===== src/rtl/resp_sig_monitor.sv =====
// Response signature monitor: compacts a qualified response stream into a
// MISR signature during a start/stop bounded run and compares the result
// against an expected signature when the run ends.
module resp_sig_monitor #(
  parameter int unsigned         DATA_W = 32,
  parameter int unsigned         SIG_W  = 32,
  parameter logic [SIG_W-1:0]    POLY   = 32'h04C11DB7,
  parameter logic [SIG_W-1:0]    SEED   = {SIG_W{1'b1}},
  parameter int unsigned         SETTLE = 2
) (
  input  logic              clk,
  input  logic              rst_n,
  input  logic              start,
  input  logic              stop,
  input  logic              in_valid,
  input  logic [DATA_W-1:0] in_data,
  input  logic [SIG_W-1:0]  exp_sig,
  output logic [SIG_W-1:0]  signature,
  output logic [31:0]       sample_count,
  output logic              busy,
  output logic              done,
  output logic              pass,
  output logic [1:0]        o_state_dbg
);

  // Control protocol: start and stop are single-cycle pulses sampled on the
  // rising edge. start is honoured only in IDLE/DONE and wins over a
  // coincident stop there; stop is honoured only in SETTLE/CAPTURE. in_valid
  // qualifies in_data on every cycle with no backpressure: a word presented
  // with in_valid=1 during CAPTURE is always folded on that edge, including
  // the cycle that carries stop.

  typedef enum logic [1:0] {
    S_IDLE    = 2'd0,
    S_SETTLE  = 2'd1,
    S_CAPTURE = 2'd2,
    S_DONE    = 2'd3
  } state_t;

  localparam int unsigned NCH = (DATA_W + SIG_W - 1) / SIG_W;
  localparam logic [31:0] L_SETTLE_LOAD = (SETTLE > 0) ? 32'(SETTLE - 1) : 32'd0;

  state_t                 r_state;
  logic [SIG_W-1:0]       r_sig;
  logic [31:0]            r_cnt;
  logic [31:0]            r_settle_cnt;
  logic                   r_busy;
  logic                   r_done;
  logic                   r_pass;

  logic [NCH*SIG_W-1:0]   w_pad;
  logic [SIG_W-1:0]       w_fold;
  logic [SIG_W-1:0]       w_sig_shift;
  logic [SIG_W-1:0]       w_sig_cap;
  logic [31:0]            w_cnt_cap;

  // Zero-pad the response word to whole chunks and XOR the chunks together.
  always_comb begin
    w_pad = '0;
    w_pad[DATA_W-1:0] = in_data;
    w_fold = '0;
    for (int i = 0; i < int'(NCH); i++) begin
      w_fold = w_fold ^ w_pad[i*SIG_W +: SIG_W];
    end
  end

  // MISR step and saturating count for the current CAPTURE cycle.
  always_comb begin
    w_sig_shift = {r_sig[SIG_W-2:0], 1'b0} ^ (r_sig[SIG_W-1] ? POLY : '0);
    w_sig_cap   = r_sig;
    w_cnt_cap   = r_cnt;
    if (in_valid) begin
      w_sig_cap = w_sig_shift ^ w_fold;
      w_cnt_cap = (r_cnt == 32'hFFFF_FFFF) ? r_cnt : r_cnt + 32'd1;
    end
  end

  // Run-control FSM with all outputs registered.
  always_ff @(posedge clk or negedge rst_n) begin
    if (!rst_n) begin
      r_state      <= S_IDLE;
      r_sig        <= SEED;
      r_cnt        <= 32'd0;
      r_settle_cnt <= 32'd0;
      r_busy       <= 1'b0;
      r_done       <= 1'b0;
      r_pass       <= 1'b0;
    end else begin
      case (r_state)
        S_IDLE, S_DONE: begin
          if (start) begin
            r_sig        <= SEED;
            r_cnt        <= 32'd0;
            r_pass       <= 1'b0;
            r_done       <= 1'b0;
            r_busy       <= 1'b1;
            r_settle_cnt <= L_SETTLE_LOAD;
            r_state      <= (SETTLE == 0) ? S_CAPTURE : S_SETTLE;
          end
        end
        S_SETTLE: begin
          if (stop) begin
            // Nothing was captured, so the compare is against the seed.
            r_state <= S_DONE;
            r_busy  <= 1'b0;
            r_done  <= 1'b1;
            r_pass  <= (r_sig == exp_sig);
          end else if (r_settle_cnt == 32'd0) begin
            r_state <= S_CAPTURE;
          end else begin
            r_settle_cnt <= r_settle_cnt - 32'd1;
          end
        end
        S_CAPTURE: begin
          r_sig <= w_sig_cap;
          r_cnt <= w_cnt_cap;
          if (stop) begin
            // Compare includes any word folded on this same cycle.
            r_state <= S_DONE;
            r_busy  <= 1'b0;
            r_done  <= 1'b1;
            r_pass  <= (w_sig_cap == exp_sig);
          end
        end
        default: begin
          r_state <= S_IDLE;
          r_busy  <= 1'b0;
          r_done  <= 1'b0;
        end
      endcase
    end
  end

  assign signature    = r_sig;
  assign sample_count = r_cnt;
  assign busy         = r_busy;
  assign done         = r_done;
  assign pass         = r_pass;
  assign o_state_dbg  = r_state;

endmodule


===== config.mk =====
export PLATFORM = sky130hd
export DESIGN_NAME = resp_sig_monitor
export DESIGN_NICKNAME = d
export VERILOG_FILES = /design/src/rtl/resp_sig_monitor.sv
export SDC_FILE = /design/constraint.sdc
export NUM_CORES = 1
export LEC_CHECK = 0
export BUFFER_PORTS_ARGS = -buffer_cell sky130_fd_sc_hd__buf_2
export CORE_ASPECT_RATIO = 1.75
export CORE_MARGIN = 2
export CORE_UTILIZATION = 45
export CTS_CLUSTER_DIAMETER = 150
export DETAILED_ROUTE_END_ITERATION = 16
export PLACE_DENSITY = 0.77
export SLEW_MARGIN = 10
export SYNTH_ARGS = -nofsm -noshare
export SYNTH_HDL_FRONTEND = slang
export SYNTH_SLANG_ARGS = --single-unit

===== constraint.sdc =====
create_clock -name clk -period 4.7 [get_ports clk]
set_clock_uncertainty 0.15 [all_clocks]
set_input_delay 0.47 -clock clk [delete_from_list [all_inputs] [get_ports clk]]
set_output_delay 0.47 -clock clk [all_outputs]
set_load 0.01 [all_outputs]

Word level (Yosys, flattened, before mapping)
Cells that the tools add are included.
- $add $sub $neg: 2
- equality and inequality tests: 15
- multiplexer cells: 26
- bitwise gates (word level): 2
- reductions and logical operators: 12
- operator list (cell ; count):
    $mux W32 ; 8
    $pmux W32 S2 ; 3
    $eq A32 B32 Y1 ; 2
    $add A32 B1 Y32 const B ; 1
    $eq A32 B32 Y1 const B ; 1
    $logic_not A32 Y1 ; 1
    $sub A32 B1 Y32 const B ; 1
    $xor A32 B27 Y32 ; 1
    $xor A32 B32 Y32 ; 1
    $mux W27 ; 1
    $ne A2 B2 Y1 const B ; 7
    $mux W2 ; 4
    $reduce_and A4 Y1 ; 2
    $mux W1 ; 6
    $pmux W2 S3 ; 1
    $reduce_and A3 Y1 ; 2
    $eq A2 B2 Y1 const B ; 2
    $pmux W1 S2 ; 2
    $reduce_and A2 Y1 ; 2
    $reduce_bool A2 Y1 ; 2
    $reduce_or A2 Y1 ; 2
    $ne A3 B3 Y1 const B ; 1
    $pmux W1 S3 ; 1
    $eq A2 B1 Y1 const B ; 1
    2 further kinds ; 2
- register bits after elaboration: 101

Depth between registers and ports, before layout
Gate-level depths: netlist (run 1).
- word-level depth: 7
- gate-level depth with buffers: 11
- mapped depth without buffers: 8

Worst setup path after synthesis (run 1)
Ideal clock, no wire load.
- path type: flip-flop to flip-flop
- start point: register r_state[0], in the netlist o_state_dbg[0]
- end point: register r_cnt[14], in the netlist sample_count[14]
- setup time: 0.078 ns
- arrival: 2.203 ns
- slack: 2.269 ns
- cell stages (with the launch flop): 10
- clock period less this slack: 2.431 ns
- cell sequence: dfrtp_1 inv_1 ha_1 buf_4 mux2_4 nand2_2 or3_1 clkbuf_1 or3_1 a21oi_1
- word-level cells in the longest chain between the ends: 4
- elaborated cells on any way between the ends: 10
- those cells by class: eq/ne (5); mux (1); reduce/logical (4)
- ends and longest elaborated chain (item ; line ; RTL):
    from (decl) ; 43 ; state_t r_state;
    from (signal assigned) ; 98 ; r_state <= (SETTLE == 0) ? S_CAPTURE : S_SETTLE;
    $eq A2 B2 Y1 / $logic_not A2 Y1 (equally long branches) ; 89 ; case (r_state)
    $reduce_or A2 Y1 ; 89 ;
    $ne A2 B2 Y1 (no source line) / $reduce_bool A2 Y1 (equally long branches) ; -- ;
    $reduce_and A4 Y1 (no source line) ; -- ;
    to (signal assigned) ; 116 ; r_cnt <= w_cnt_cap;
    to (decl) ; 45 ; logic [31:0] r_cnt;
Several ways; a longest one is shown, not always the timed one.
A chain may end at the register's enable or synchronous reset.

Worst setup path after layout (run 1)
- start point: register r_state[0], in the netlist o_state_dbg[0]
- end point: register r_cnt[15], in the netlist sample_count[15]
Same word-level chain as after synthesis.

==> results of run 1 <==
## Yosys cell counts (all sizes together), types with 8 or more instances
library cell    n
xor2           27
a211oi         14
nor4           15
nand4          18
dfstp          32
nor2          103
and3           10
a22oi          11
dfrtp          69
inv            24
o22ai          15
nor3           18
o21ai          40
o211ai          9
clkbuf         19
nand2          38
o31ai           9
or3             8
buf            25
mux2i          11
nand3          42
xnor2          57
a21oi          45
## metrics by stage
stage               cell area [µm²]  util, %  power, mW  std cells
finish                         7930     53.2       4.83       1066
floorplan                      6850        -       3.30        766
detailed placement             7620     51.1       4.04       1050
global route                   7930     53.2       5.17       1066
CTS                            7930     53.2       4.84       1066
global placement               7620     51.1       4.00       1050
## final timing paths
kind / start / to / slack [ps] / cells after the start
worst max-delay path: o_state_dbg[0] / sample_count[15] / 1300 / 7
worst min-delay path: rst_n / sample_count[14] / 60 / 1
worst max register to register: o_state_dbg[0] / sample_count[15] / 1300 / 7
min in group clk: stop / busy / 290 / 2
max in group asynchronous: rst_n / sample_count[9] / 3290 / 2
worst min register to register: signature[26] / signature[26] / 360 / 2
## registers in the layout, indices dropped and copies added, names as in the netlist
| signal | flops |
|---|---|
| done | 1 |
| busy | 1 |
| sample_count | 32 |
| signature | 32 |
| r_settle_cnt | 32 |
| o_state_dbg | 2 |
| pass | 1 |
## where the power goes
group	internal [mW]	switching, mW	leakage [nW]
Clock	0.422	0.363	0.149
Sequential	1.19	0.355	1.28
Combinational	0.981	1.52	2.09
## critical path, cell delays in order, from the launching register on
cell      delay (ps)
dfrtp_1          420
inv_1             80
ha_2             500
clkinv_1         460
o21ai_1          970
a21o_1           430
nor3_1           110
o22a_1           170
## routing by layer
metal / wire [µm] / global-route usage (%) / up-vias
met5: 0 / 0 / -
met1: 7600 / 29.2 / 3080
li1: - / - / 3013
met3: 1310 / 4.13 / 70
met2: 10000 / 41.7 / 309
met4: 1070 / 13.1 / 0
## final cells by class
cell class                 count  area (µm²)  area share (%)
clock buffer                   9         225            2.84
clock inverter                 7        82.6            1.04
inverter                      25        93.8            1.18
multi-input combinational    596        3990            50.2
sequential                   101        2570            32.4
tap                          183         229            2.89
timing repair buffer         145         748            9.43
## kinds of logic after synthesis
logic type	after synthesis
AO/OA/AOI/OAI	192
AND/OR/NAND/NOR	290
adder cells (fa/ha/maj)	4
buffers and inverters	69
XOR/XNOR	96
flip-flops	101
multiplexers	14
==> results.json, run 1 <==
{
  "drt_first_pass_iters": 5,
  "ant_nets": 0,
  "post_route_cells_drive_above_1_share_pct": 24.2,
  "cp-start-kind": "register",
  "htreeDepth": 3,
  "dieArea_mm2": 0.0163,
  "relSlewSlack_pct": 27.1,
  "fin_crit_sh_pct": 72.3,
  "die_w_um": 97.2,
  "synth_top_area_share_pct": 25.2,
  "worst_slew_pin_slew_ps": 1090,
  "dp_hpwl_um": 14600,
  "gp_congestion": 0.944,
  "mostFrequentLayoutCells": "buf_2 (136), nor2_1 (103), dfrtp_1 (69), xnor2_1 (57), a21oi_1 (45)",
  "start_util_pct": 45.9,
  "grt_max_degree": 67,
  "design.core.area_mm2": 0.0149,
  "cts_tree": "built",
  "post_cts_buffers": 0,
  "synth_mux_area_share_pct": 2.16,
  "synth_fp_nets": 839,
  "drt_wl_total_um": 20000,
  "grt_util_all_layers_pct": 24.4,
  "layout_setup_ws_ps": 1300,
  "end_kind": "register",
  "syn-cell-area_mm2": 0.00685,
  "antenna_found_initial": 0,
  "synth_cells": 766,
  "dp_slack_ps": 1330,
  "async_reset_ff_share_pct": 100,
  "io_buffer_count": 137,
  "layout-area-overhead-vs-synth_pct": 15.8,
  "synth_edf_count": 0,
  "clk_pin_slew_ps": 80,
  "period_minus_slack_ps": 3400,
  "globalRouteOverflowTotal": 0,
  "nFillCells": 1448,
  "hold_buffers": 0,
  "grt_pass1_wl_um": 32500,
  "cts_resized": 0,
  "crit_fanout": 25,
  "p_per_area_mw_per_mm2": 609,
  "ys_warn_count": 0,
  "io_pins": 138,
  "drv_slew": 0,
  "hold_ws_ps": 60.3,
  "required_ps": 4800,
  "max-vdd-ir-drop_uv": 328,
  "layout_commonest_cell": "buf_2",
  "ys_seq_area_share_pct": 37.5,
  "route.detailed.drc": 0,
  "cts-root-buf": "clkbuf_16",
  "diodes": 0,
  "ys_ff_latch": 101,
  "hold_viol": 0,
  "yosys_most_used_dff": "dfrtp_1",
  "post_drt_via_cell_ratio": 6.07,
  "syn_avg_cell_area_um2": 8.94,
  "synth.area.top_cells": "dfrtp_1 (25%), dfstp_2 (12%), xnor2_1 (7.3%)",
  "nets": 951,
  "cp.arrival_ps": 3500,
  "drt-initial-drc-count": 388,
  "status": "finished clean",
  "drv_cap": 0,
  "rows": 59,
  "clock_path_buffers": 2,
  "num_vias": 6472,
  "synth_cell_types": 78,
  "fin_tns_setup_ps": 0,
  "synth_xor_area_share_pct": 14.8,
  "clock_sinks": 101,
  "synth_top_family_by_area": "simple AND/OR/NAND/NOR gates",
  "die_y_um": 167,
  "clock_latency_ps": 350,
  "hold_path.class": "in -> async",
  "rsz0062_at_grt": "false",
  "drt-wirelength-per-cell_um": 18.8,
  "synth_top_cell_by_area": "dfrtp_1",
  "synth_fa_ha_area_share_pct": 0.731,
  "p_leak_nw": 3.52,
  "synth_compound_area_share_pct": 18.8,
  "worstSetupPathType": "reg -> reg",
  "grt_pass1_vias": 6423,
  "yosys.area_share.simple_pct": 21.7,
  "cts_buffers": 9,
  "clock.fmax_mhz": 294,
  "setup_viol": 0
}
Power figures use the tool's default switching activity.
==> inputs of run 2 (changes only) <==
==> constraint.sdc (replaced) <==
create_clock -name clk -period 3.45 [get_ports clk]
set_clock_uncertainty 0.15 [all_clocks]
set_input_delay 0.345 -clock clk [delete_from_list [all_inputs] [get_ports clk]]
set_output_delay 0.345 -clock clk [all_outputs]
set_load 0.01 [all_outputs]
==> run 2 against run 1 <==
  * Flip-flop and latch count is the same
  * Setup slack lost 690 ps
  * Count of clock-buffer cells in the layout grew 1
  * Combinational power grew 38%
  * Largest cell class unchanged
  * Total power grew 37%
  * Global-route usage grew 0.22 points
  * Core utilization grew 0.55 points
  * Cell count grew 0.84%
==> results.json, run 2 (synthesis results as in run 1) <==
{
  "combPwrFrac_pct": 51.8,
  "critPathMaxStageDelay_ps": 530,
  "diodes": 0,
  "post_route_cells_drive_above_1_share_pct": 24.9,
  "dieArea_mm2": 0.0163,
  "switchingPower_mw": 3.03,
  "hold_viol": 0,
  "clock_sinks": 101,
  "hold_ws_ps": 183,
  "gp_congestion": 0.971,
  "fin_tns_setup_ps": 0,
  "die_y_um": 167,
  "fin_crit_sh_pct": 82.5,
  "max-vdd-ir-drop_uv": 339,
  "grt_max_degree": 62,
  "cp_slowest_cell": "or4_1",
  "layout-area-overhead-vs-synth_pct": 17.0,
  "end_kind": "register",
  "p_int_mw": 3.60,
  "mostFrequentLayoutCells": "buf_2 (136), nor2_1 (103), dfrtp_1 (69), xnor2_1 (57), a21oi_1 (45)",
  "required_ps": 3580,
  "rows": 59,
  "antenna_found_initial": 0,
  "drv_cap": 0,
  "setup_viol": 0,
  "layout_setup_ws_ps": 605,
  "seqPwrFrac_pct": 31.8,
  "start_util_pct": 45.9,
  "dp_hpwl_um": 14900,
  "globalRouteOverflowTotal": 0,
  "cp.arrival_ps": 2970,
  "crit_fanout": 25,
  "cts_tree": "built",
  "path_cells": "inv_1, ha_2, mux2_4, o21ai_1, a21o_1, or4_1, a21oi_1",
  "grt_util_all_layers_pct": 24.6,
  "grt_pass1_vias": 6420,
  "design.core.area_mm2": 0.0149,
  "io_buffer_count": 137,
  "cts_buffers": 9,
  "drt-wirelength-per-cell_um": 18.7,
  "rsz0062_at_grt": "false",
  "htreeDepth": 3,
  "drt-initial-drc-count": 306,
  "cts-root-buf": "clkbuf_16",
  "post_drt_via_cell_ratio": 5.98,
  "cp-start-kind": "register",
  "relSlewSlack_pct": 35.8,
  "hold_path.class": "in -> reg",
  "io_pins": 138,
  "nets": 960,
  "switching_share_pct": 45.7,
  "status": "finished clean",
  "p_per_area_mw_per_mm2": 828,
  "layout_commonest_cell": "buf_2",
  "drt_wl_total_um": 20100,
  "worstSetupPathType": "reg -> reg",
  "clock.fmax_mhz": 352,
  "drv_slew": 0,
  "worst_slew_pin_slew_ps": 939,
  "p_leak_nw": 3.56,
  "num_vias": 6431,
  "ant_nets": 0,
  "die_w_um": 97.2,
  "dp_slack_ps": 670,
  "clk_pin_slew_ps": 70,
  "route.detailed.drc": 0,
  "clock_path_buffers": 2,
  "pwr-share-clk_pct": 16.4,
  "period_minus_slack_ps": 2840,
  "drt_first_pass_iters": 5,
  "clock_latency_ps": 350,
  "grt_pass1_wl_um": 32600
}
==> run 2: changes by cell type in the layout (fill, tap and decap cells not counted), sizes merged <==
cell / change
buf: +8
clkinv: -2
clkinvlp: +2
clkbuf: +1
dlygate4sd3: +1
inv: -1
==> run 2: layout make-up <==
class / instances / area, µm²
Multi-Input combinational cell: 596 / 3990
Sequential cell: 101 / 2570
Timing Repair Buffer: 154 / 818
Tap cell: 183 / 229
Clock inverter: 6 / 68.8
Fill cell: 1381 / 6900
Inverter: 25 / 93.8
Clock buffer: 10 / 250
==> run 2: path summary, 6_finish.rpt <==
kind | start | cells past startpoint | end | slack (ps)
max | o_state_dbg[0] | 7 | sample_count[25] | 610
min | stop | 2 | busy | 180
max reg2reg | o_state_dbg[0] | 7 | sample_count[25] | 610
min reg2reg | signature[26] | 2 | signature[26] | 370
max in group asynchronous | rst_n | 3 | signature[12] | 1730
min in group asynchronous | rst_n | 2 | sample_count[16] | 470
==> run 2: critical path: cells and delay by family (launching register included) <==
kind,cells,cell delay (ps)
buf+inv,1,60
mux,1,380
fa+ha+maj,1,450
flops,1,390
compound gates,3,800
simple gates,1,530
==> run 2: power groups by stage <==
stage               registers, mW  clock network (mW)  logic (mW)
floorplan                    2.05                   0        2.45
global placement             2.10                   0        3.39
detailed placement           2.12                   0        3.42
CTS                          2.10                1.11        3.44
global route                 2.16                1.16        3.79
finish                       2.11                1.09        3.44
==> run 2: per-stage QoR <==
stage / utilization [%] / cell area, µm² / total power [mW] / std cells
finish: 53.7 / 8010 / 6.63 / 1075
global route: 53.7 / 8010 / 7.10 / 1075
CTS: 53.7 / 8010 / 6.65 / 1075
detailed placement: 51.5 / 7680 / 5.54 / 1058
global placement: 51.5 / 7680 / 5.49 / 1058
floorplan: - / 6850 / 4.50 / 766
==> run 2: timing repair <==
item / in CTS / in global routing
endpoints found under the hold margin: 47 / 0
gates resized for setup: 0 / 0
setup buffers: 0 / 0
hold buffers: 1 / 0
==> run 2: layer usage <==
layer	GRT usage, %	vias up	part of all wire (%)
met3	3.63	48	5.6
met2	44.2	256	53
met4	11.1	0	3.6
li1	-	3025	-
met1	28.9	3102	38
met5	0	-	0
